File: src/rtl/aes32_pkg.sv
// Shared definitions for the 32-bit AES round sequencer: FSM states,
// legal round counts and the column width.
package aes32_pkg;

   localparam int COL_W  = 32;
   localparam int NR_128 = 10;
   localparam int NR_192 = 12;
   localparam int NR_256 = 14;

   typedef enum logic [1:0] {
      LOAD  = 2'd0,
      ROUND = 2'd1,
      OUT   = 2'd2
   } state_t;

endpackage

File: src/rtl/aes32_round_sequencer.sv
// Column-serial AES block sequencer: loads four 32-bit columns, commits NR rounds
// from an external combinational round datapath, then streams the four result columns.
module aes32_round_sequencer
   import aes32_pkg::*;
#(
   parameter int NR = NR_128
) (
   input  logic             clk,
   input  logic             rst_n,
   input  logic             in_valid,
   output logic             in_ready,
   input  logic [COL_W-1:0] in_data,
   output logic             out_valid,
   input  logic             out_ready,
   output logic [COL_W-1:0] out_data,
   output logic [COL_W-1:0] st_0,
   output logic [COL_W-1:0] st_1,
   output logic [COL_W-1:0] st_2,
   output logic [COL_W-1:0] st_3,
   input  logic [COL_W-1:0] rd_0,
   input  logic [COL_W-1:0] rd_1,
   input  logic [COL_W-1:0] rd_2,
   input  logic [COL_W-1:0] rd_3,
   output logic [3:0]       rnd_idx,
   output logic             rnd_en,
   output logic             last_round,
   output logic             busy
);

   localparam logic [3:0] NR_IDX = 4'(NR);

   state_t           state_reg;
   state_t           state_next;
   logic [1:0]       beat_reg;
   logic [3:0]       rnd_idx_reg;
   logic [COL_W-1:0] st_col [4];
   logic [COL_W-1:0] rd_col [4];
   logic             accept;
   logic             emit;

   assign rd_col = '{rd_0, rd_1, rd_2, rd_3};
   assign accept = in_valid && in_ready;
   assign emit   = out_valid && out_ready;

   always_ff @(posedge clk) begin
      if (!rst_n) begin
         state_reg <= LOAD;
      end else begin
         state_reg <= state_next;
      end
   end

   always_comb begin
      state_next = state_reg;
      unique case (state_reg)
         LOAD:    if (accept && beat_reg == 2'd3) state_next = ROUND;
         ROUND:   if (rnd_idx_reg == NR_IDX) state_next = OUT;
         OUT:     if (emit && beat_reg == 2'd3) state_next = LOAD;
         default: state_next = LOAD;
      endcase
   end

   always_comb begin
      in_ready  = 1'b0;
      out_valid = 1'b0;
      rnd_en    = 1'b0;
      busy      = 1'b0;
      unique case (state_reg)
         LOAD:    in_ready = 1'b1;
         ROUND:   begin
            rnd_en = 1'b1;
            busy   = 1'b1;
         end
         OUT:     begin
            out_valid = 1'b1;
            busy      = 1'b1;
         end
         default: ;
      endcase
      last_round = rnd_en && (rnd_idx_reg == NR_IDX);
      out_data   = out_valid ? st_col[beat_reg] : '0;
   end

   // One beat counter serves both the load and the unload phase; they never overlap.
   always_ff @(posedge clk) begin
      if (!rst_n) begin
         beat_reg <= '0;
      end else if (accept || emit) begin
         beat_reg <= beat_reg + 2'd1;
      end
   end

   always_ff @(posedge clk) begin
      if (!rst_n) begin
         rnd_idx_reg <= '0;
      end else if (accept && beat_reg == 2'd3) begin
         rnd_idx_reg <= 4'd1;
      end else if (rnd_en) begin
         rnd_idx_reg <= (rnd_idx_reg == NR_IDX) ? 4'd0 : rnd_idx_reg + 4'd1;
      end
   end

   for (genvar gi = 0; gi < 4; gi++) begin : g_col
      logic [COL_W-1:0] col_reg;

      always_ff @(posedge clk) begin
         if (!rst_n) begin
            col_reg <= '0;
         end else if (accept && beat_reg == 2'(gi)) begin
            col_reg <= in_data;
         end else if (rnd_en) begin
            col_reg <= rd_col[gi];
         end
      end

      assign st_col[gi] = col_reg;
   end

   assign st_0    = st_col[0];
   assign st_1    = st_col[1];
   assign st_2    = st_col[2];
   assign st_3    = st_col[3];
   assign rnd_idx = rnd_idx_reg;

endmodule

File: config.mk
export PLATFORM = sky130hd
export DESIGN_NAME = aes32_round_sequencer
export DESIGN_NICKNAME = d
export VERILOG_FILES = /design/src/rtl/aes32_pkg.sv /design/src/rtl/aes32_round_sequencer.sv
export SDC_FILE = /design/constraint.sdc
export NUM_CORES = 1
export LEC_CHECK = 0
export CORE_ASPECT_RATIO = 0.5
export CORE_MARGIN = 1.5
export CORE_UTILIZATION = 46
export CTS_CLUSTER_DIAMETER = 150
export CTS_CLUSTER_SIZE = 20
export DETAILED_ROUTE_END_ITERATION = 8
export GPL_TIMING_DRIVEN = 0
export PLACE_DENSITY = 0.95
export SKIP_LAST_GASP = 1
export SYNTH_ARGS = -nofsm -noshare
export SYNTH_HDL_FRONTEND = slang
export SYNTH_SLANG_ARGS = --single-unit
File: constraint.sdc
create_clock -name clk -period 4.9 [get_ports clk]
set_input_delay 0.735 -clock clk [delete_from_list [all_inputs] [get_ports clk]]
set_output_delay 0.735 -clock clk [all_outputs]
set_load 0.005 [all_outputs]
==> flow_metrics.py, run 1 <==
metrics = {
    "place": {
        "place_hpwl_um": 22200,
        "gp_congestion": 0.892,
        "io_buffers": 330,
    },
    "worst_setup_path": {
        "end_kind": "primary output",
        "cp_max_fo": 10,
        "cp_data_arrival_time_ps": 2540,
        "required_ps": 4160,
        "r2r_slack_ps": 2220,
        "critPathLaunchType": "register",
        "rr_startpoint": "beat_reg[0]$_SDFFE_PN0P_",
        "path_class": "register to primary output",
        "reg2reg_to": "st_2[3]$_SDFFE_PN0P_",
        "r2r_cells": 8,
    },
    "yosys": {
        "synthCells": 704,
        "synth-seq-area-share_pct": 36.7,
        "syn_avg_cell_area_um2": 10.5,
        "synth-edff-count": 0,
        "synth-xor-area-share_pct": 0.236,
        "synthAdderAreaFrac_pct": 1.35,
        "ys.warnings.count": 0,
        "synth.area.mux_share_pct": 27.4,
        "synth_top_family_by_area": "multiplexers",
        "syn_area_um2": 7410,
        "synth_ff_type": "dfxtp_1",
        "synthArstFlopShare_pct": 0,
        "ys_types": 31,
        "synth_compound_area_share_pct": 18.3,
        "ys_ff_latch": 136,
        "syn-num-nets": 876,
        "synth-simple-area-share_pct": 10.8,
    },
    "floorplanning": {
        "fp.dieW_um": 182,
        "fp.coreArea_um2": 15600,
        "die_h_um": 92.7,
        "die-area_um2": 16900,
        "num_rows": 32,
        "start_util_pct": 47.6,
        "design.portCount": 333,
    },
    "power": {
        "p_leak_uw": 0.00555,
        "powerDensity_nw_per_um2": 398,
        "max-vdd-ir-drop_mv": 0.324,
    },
    "cells_and_area": {
        "final_nets": 1225,
        "drive_gt1_share_pct": 9.01,
        "area_growth_pct": 56.2,
        "fillers": 1008,
        "diodes": 0,
    },
    "timing": {
        "hold_viol": 0,
        "fin_tns_setup_ps": 0,
        "skew_ps": 13.5,
        "period_needed_ps": 3270,
        "slew_viol_final": 0,
        "fin_crit_sh_pct": 66.8,
        "tightest_slew_ps": 730,
        "slew_headroom_pct": 51.3,
        "max_freq_mhz": 305,
        "timing.hold.ws_ps": 508,
        "rsz0062_at_grt": "no",
        "finalSetupViolCount": 0,
    },
    "min_path": {
        "hold_path_class": "register to register",
        "min_from": "state_reg[0]$_SDFFE_PN0P_",
        "min_path_cells": 2,
        "min_to": "state_reg[0]$_SDFFE_PN0P_",
    },
    "clock_tree": {
        "cts.clk_slew.worst_paths_ps": 50,
        "cts_hold_buf": 0,
        "cts_buffers": 17,
        "cts_buffer_depth": 2,
        "cts_setup_buffers": 0,
        "clockRootBuffer": "clkbuf_16",
        "cts_tree": "done",
        "clk_latency_ps": 430,
        "htreeDepth": 4,
        "cts_sinks": 136,
        "cts.repair.resized": 0,
    },
    "detailed_routing": {
        "wl_per_cell_um": 24.2,
        "wl_um": 30700,
        "via_per_inst": 6.09,
        "vias": 7722,
        "first_pass_iters": 6,
        "antenna_left": 0,
        "drc": 0,
        "drt_iter0_drc": 626,
    },
    "global_route": {
        "grt_overflow_total": 0,
        "grt_max_degree": 17,
        "antenna_found_initial": 0,
        "grt_pass1_vias": 8148,
        "grt_use_total_pct": 36.0,
        "grt_pass1_wl_um": 45900,
    },
    "outcome": {
        "status": "finished clean",
    },
    "run": {
        "drv_cap": 0,
    },
}
==> worst max-delay path: stages, from the launching register on <==
cell             delay, ps
dfxtp_1                330
inv_1                  120
ha_1                   380
clkbuf_1               530
and2_1                 240
clkdlybuf4s50_1        530
==> per-stage QoR <==
stage                     instances  area, um^2  utilization, %  total power (uW)  setup slack, ps
final                          1269       11600            74.3              4610             1630
after global routing           1269       11600            74.3              4780             1520
after CTS                      1269       11600            74.3              4570             1650
after detailed placement       1238       11000            70.4              3210             2100
after global placement         1238       11000            70.4              3140             2150
after floorplan                 704        7410               -              2370             2870
==> routing by layer <==
metal,global-route usage (%),up-vias,part of all wire [%]
li1,-,3283,-
met1,44.0,3853,40
met2,61.2,458,48
met3,6.21,128,7.4
met4,18.9,0,4.7
met5,0,-,0
==> cell usage in the layout (no fill, tap or decap), drive strengths merged, types with 4 or more instances in the layout <==
master	synthesis	layout
mux4	32	32
clkbuf	28	46
nand3	5	5
buf	40	40
and2	33	33
o211a	128	128
mux2i	130	130
dfxtp	136	136
clkdlybuf4s50	0	330
nand2	136	136
clkinv	0	6
nor2	5	5
inv	5	5
ha	8	8
bufinv	0	4
==> worst max-delay path by stage <==
stage,to,depth (start not counted),start,slack (ps)
6_report,out_data[10],5,state_reg[0]$_SDFFE_PN0P_,1630
4_1_cts,out_data[28],5,state_reg[0]$_SDFFE_PN0P_,1650
2_1_floorplan,out_data[24],4,beat_reg[1]$_SDFFE_PN0P_,2870
3_3_place_gp,out_data[22],5,state_reg[0]$_SDFFE_PN0P_,2150
3_5_place_dp,out_data[28],5,state_reg[0]$_SDFFE_PN0P_,2100
5_1_grt,out_data[5],5,state_reg[0]$_SDFFE_PN0P_,1520
==> power breakdown <==
group          internal (uW)  total [uW]  leakage [uW]  switching [uW]
Combinational            983        1740       0.00415             757
Clock                    846        1360      0.000292             514
Sequential              1320        1510       0.00111             190
==> Yosys cell counts, types with 2 or more instances <==
cell type | instances | area [um^2]
mux4_2 | 29 | 653
nor2b_1 | 3 | 18.8
nand3_1 | 4 | 20.0
buf_2 | 25 | 125
and2_1 | 33 | 206
o211a_1 | 128 | 1280
ha_1 | 8 | 100
mux4_1 | 3 | 78.8
buf_12 | 2 | 40.0
a21oi_1 | 3 | 15.0
dfxtp_1 | 136 | 2720
buf_4 | 6 | 45.0
buf_1 | 5 | 18.8
nor2_1 | 5 | 18.8
inv_1 | 5 | 18.8
clkbuf_1 | 28 | 105
nand2_1 | 136 | 510
mux2i_1 | 130 | 1300
o21ai_0 | 3 | 15.0
==> final cells by class <==
cell class                      count  area (um^2)  share of cell area (%)
Inverter                            5         18.8                   0.162
Clock buffer                       18          429                    3.71
Timing Repair Buffer              330         3300                    28.5
Buffer                             68          360                    3.11
Sequential cell                   136         2720                    23.5
Multi-Input combinational cell    495         4310                    37.2
Clock inverter                     13          180                    1.56
Tap cell                          204          255                    2.20
==> cell families (layout without fill, tap and decap cells) <==
logic type / count (synthesis) / in the layout
AOI/OAI and AO/OA: 139 / 139
xor gates and xnor gates: 2 / 2
adders and majority gates: 8 / 8
buffers and inverters: 73 / 434
DFF: 136 / 136
muxes: 162 / 162
and+or+nand+nor: 184 / 184
Note: power is estimated with default switching activity, not from simulation.
==> run 2: changes to the inputs <==
CORE_UTILIZATION = 38   (was 46)
PLACE_DENSITY = 0.85   (was 0.95)
clock period = 2.9 ns   (was 4.9 ns; I/O delays follow)
==> run 2 against run 1 <==
  * Power is 68% higher
  * Routed wire length is 2.5% lower
  * Worst setup slack worse by 1500 ps
==> flow_metrics.py, run 2 (synthesized netlist as in run 1, its figures left out) <==
metrics = {
    "power": {
        "max-vdd-ir-drop_mv": 0.509,
        "p_leak_uw": 0.00556,
        "powerDensity_nw_per_um2": 661,
        "seqPwrFrac_pct": 32.9,
        "p_sw_share_pct": 31.0,
        "switchingPower_uw": 2390,
        "power_uw": 7720,
        "p_clk_share_pct": 29.7,
        "p_int_uw": 5330,
        "comb_power_share_pct": 37.4,
    },
    "timing": {
        "skew_ps": 10.4,
        "slew_headroom_pct": 46.4,
        "hold_viol": 0,
        "max_freq_mhz": 355,
        "fin_crit_sh_pct": 97.1,
        "tightest_slew_ps": 803,
        "period_needed_ps": 2820,
        "fin_tns_setup_ps": 0,
        "finalSetupViolCount": 0,
        "slew_viol_final": 0,
        "rsz0062_at_grt": "no",
    },
    "floorplanning": {
        "design.portCount": 333,
        "die_h_um": 102,
        "start_util_pct": 39.5,
        "die-area_um2": 20400,
        "num_rows": 35,
        "fp.dieW_um": 200,
        "fp.coreArea_um2": 18700,
    },
    "clock_tree": {
        "htreeDepth": 4,
        "cts_buffer_depth": 2,
        "cts.clk_slew.worst_paths_ps": 60,
        "cts_sinks": 136,
        "cts_tree": "done",
        "clockRootBuffer": "clkbuf_16",
        "cts_buffers": 17,
        "clk_latency_ps": 410,
        "cts_setup_buffers": 0,
    },
    "detailed_routing": {
        "first_pass_iters": 5,
        "wl_um": 30000,
        "drt_iter0_drc": 488,
        "vias": 7408,
        "drc": 0,
        "via_per_inst": 5.60,
        "antenna_left": 0,
        "wl_per_cell_um": 22.6,
    },
    "outcome": {
        "status": "finished clean",
    },
    "worst_setup_path": {
        "end_kind": "primary output",
        "r2r_cells": 8,
        "required_ps": 2470,
        "cp_common_cell": "buf_2",
        "path_cells": "buf_2, buf_2, mux4_2, and2_1, clkdlybuf4s50_1",
        "cp_data_arrival_time_ps": 2380,
        "r2r_slack_ps": 190,
        "critPathLaunchType": "register",
        "path_class": "register to primary output",
        "cp_max_fo": 10,
        "slowest_delay_ps": 460,
        "critPathSlowestCell": "clkdlybuf4s50_1",
    },
    "global_route": {
        "grt_pass1_wl_um": 43600,
        "grt_max_degree": 17,
        "grt_pass1_vias": 7261,
        "antenna_found_initial": 0,
        "grt_use_total_pct": 28.2,
        "grt_overflow_total": 0,
    },
    "cells_and_area": {
        "drive_gt1_share_pct": 9.39,
        "final_nets": 1225,
        "instances_no_fill": 1324,
        "layout_commonest_cell": "clkdlybuf4s50_1",
        "diodes": 0,
        "finalInstanceArea_um2": 11700,
        "area_growth_pct": 57.5,
        "final_cell_mix": "330 x clkdlybuf4s50_1, 136 x nand2_1, 136 x dfxtp_1, 130 x mux2i_1, 128 x o211a_1",
        "post-route-util_pct": 62.2,
    },
    "place": {
        "place_hpwl_um": 22400,
        "place_inst": 1293,
        "io_buffers": 330,
        "gp_congestion": 0.897,
        "place_area_um2": 11000,
    },
    "min_path": {
        "hold_path_class": "register to register",
        "min_path_cells": 2,
    },
    "run": {
        "drv_cap": 0,
    },
}
-- run 2: power groups by stage --
stage	Sequential [uW]	Clock, uW	Combinational, uW
after global placement	2550	0	2790
final	2540	2290	2890
after floorplan	2510	0	1500
after CTS	2530	2310	2870
after global routing	2580	2400	3100
after detailed placement	2560	0	2850
-- run 2: layout make-up --
type / count / area [um^2]
repair buffers: 330 / 3300
multi-input cells: 495 / 4310
clock buffers: 21 / 480
clock inverters: 10 / 144
flip-flops and latches: 136 / 2720
inverters: 5 / 18.8
plain buffers: 68 / 367
fillers: 1539 / 7080
well taps: 259 / 324
-- run 2: through the flow --
step / setup WS [ps] / hold slack, ps
after global routing: 19.5 / 517
after global placement: 373 / 464
final: 84.7 / 489
after CTS: 16.1 / 488
after floorplan: 1110 / 452
after detailed placement: 323 / 477
-- run 2: timing repair --
action | in CTS | in global routing
resized for setup | 1 | 5
hold buffers | 0 | 0
setup endpoints to repair | 1 | 16
-- run 2: path summary, 6_finish.rpt --
kind / start / end
max: beat_reg[0]$_SDFFE_PN0P_ / out_data[7]
min: state_reg[0]$_SDFFE_PN0P_ / state_reg[0]$_SDFFE_PN0P_
max reg2reg: beat_reg[0]$_SDFFE_PN0P_ / st_2[15]$_SDFFE_PN0P_
min reg2reg: state_reg[0]$_SDFFE_PN0P_ / state_reg[0]$_SDFFE_PN0P_
-- run 2: metal layers --
metal / vias to the layer above / track usage, % / wire length [um]
met1: 3676 / 36.0 / 12400
li1: 3294 / - / -
met2: 373 / 48.4 / 14700
met3: 65 / 5.50 / 2090
met5: - / 0 / 0
met4: 0 / 10.0 / 765
-- run 2: worst max-delay path, delay by kind of cell (launching register included) --
family,cells,cell delay (ps)
flops,1,370
simple gates,1,170
mux,1,370
buf+inv,3,1070
==> RTL edit: new RTL, flow settings as in run 1 <==
The package constant `COL_W` goes from 32 to 16.
--- a/src/rtl/aes32_pkg.sv
+++ b/src/rtl/aes32_pkg.sv
@@ -2,7 +2,7 @@
 // legal round counts and the column width.
 package aes32_pkg;
 
-   localparam int COL_W  = 32;
+   localparam int COL_W  = 16;
    localparam int NR_128 = 10;
    localparam int NR_192 = 12;
    localparam int NR_256 = 14;
Ports: changed (10 resized); port bits go from 333 to 173. The function was not compared with the original's and may differ.
==> RTL edit against run 1 <==
Synthesized area down 47%. Largest power group unchanged. Critical path depth unchanged. Clock skew down 8.7 ps. First-iteration DRC count down 20%. Total power down 48%. Critical endpoint is now out_data[12]. Synthesized cell count down 46%. Worst setup slack better by 74 ps. Sequential cell count down 64. Final area down 47%. Wire length down 48%.
==> RTL edit: results (changes against run 1) <==
status finished clean; Rel. slew slack 49.1% (-2.3 points); xor-xnor portion of the synthesized cell area 0.442% (+0.21 points); r2r setup slk 2420 ps (+200 ps); P per Cell Area 393 nW/um2 (-1.1%); share of layout cells above drive strength 1 6.16% (-2.9 points); Hold Worst Slack 514 ps (+5.53 ps); largest net degree at the start of global routing 12 (-5); Overall Global Routing Usage 34.3% (-1.7 points); Max Clock Skew 4.73 ps (-8.75 ps); Yosys cell types 27 (-13%); Comb group 900 uW (-48%); hpwl dp 10800 um (-52%); num rows 23 (-28%); gpl congestion 0.871 (-2.4%); Num CTS Buffers 9 (-8); crit-path max cell delay 550 ps (+20 ps); Critical Path AT 2460 ps (-80 ps); Worst path slowest cell clkdlybuf4s50_1; via count 4172 (-46%); worst IR drop on VDD 0.254 mV (-21%); P_sw 755 uW (-48%); Post-DP Area 5810 um2 (-47%); Pre-antenna DRT Iters 5 (-1); Seq/Total Area, Yosys 36.4% (-0.36 points); top post-synthesis cells by area dfxtp_1 36%, mux2i_1 17%, o211a_1 16%, nand2_1 6.8%, mux4_1 5.3%; total wire length 16000 um (-48%); Worst-Skew Late Latency 350 ps (-80 ps); Detailed Route Iter0 Violations 498 (-20%); worst setup path endpoint out_data[12]; mux contribution to synthesized area 26.5% (-0.91 points); Total Nets Final 655 (-47%); Setup Total Neg Slack 0 ps (unchanged); net count after synthesis 473 (-46%); Synth Area in Compound Gates 18.0% (-0.27 points); Crit Reg-Reg Endpoint st_1[3]; Crit Path Max Fanout 10 (unchanged); Critical R2R Launch beat_reg[1]; initial antenna violation count 0 (unchanged); Seq group 794 uW (-47%); fillers 517 (-49%); Reg clk slew, reported paths 60 ps; Leak Pwr 0.00294 uW (-47%); first-pass GRT wire length 23100 um (-50%); H-Tree Level Count 3 (-1); Adder-Cell Fraction of Synth Area 2.53% (+1.2 points); CP startpoint state_reg[0]; top post-synthesis cells by count 72 x dfxtp_1, 72 x nand2_1, 66 x mux2i_1; IO Port Bufs 171 (-48%)
[RTL edit: cell types whose count changed in the layout (fill, tap and decap cells not counted), sizes merged, moves of 27 or more]
cell	change
clkdlybuf4s50	-159
dfxtp	-64
mux2i	-64
nand2	-64
o211a	-64
buf	-27
[RTL edit: cell type report]
class	instances	area [um2]	share of cell area, %
well taps	112	140	2.29
inverters	5	18.8	0.306
repair buffers	171	1710	27.9
multi-input cells	271	2340	38.2
plain buffers	33	161	2.63
clock inverters	3	65.1	1.06
flip-flops and latches	72	1440	23.5
clock buffers	13	250	4.08
[RTL edit: metrics by stage]
stage / cells / worst slack, ps
6_report: 680 / 1700
5_1_grt: 680 / 1630
4_1_cts: 680 / 1750
3_5_place_dp: 664 / 2090
3_3_place_gp: 664 / 2120
2_1_floorplan: 381 / 2880
[RTL edit: routing by layer]
metal	vias to the layer above	routed length (um)	track usage, %
met2	291	7650	57.0
met5	-	0	0
met1	2035	5950	40.0
li1	1762	-	-
met4	0	792	23.1
met3	84	1550	9.72
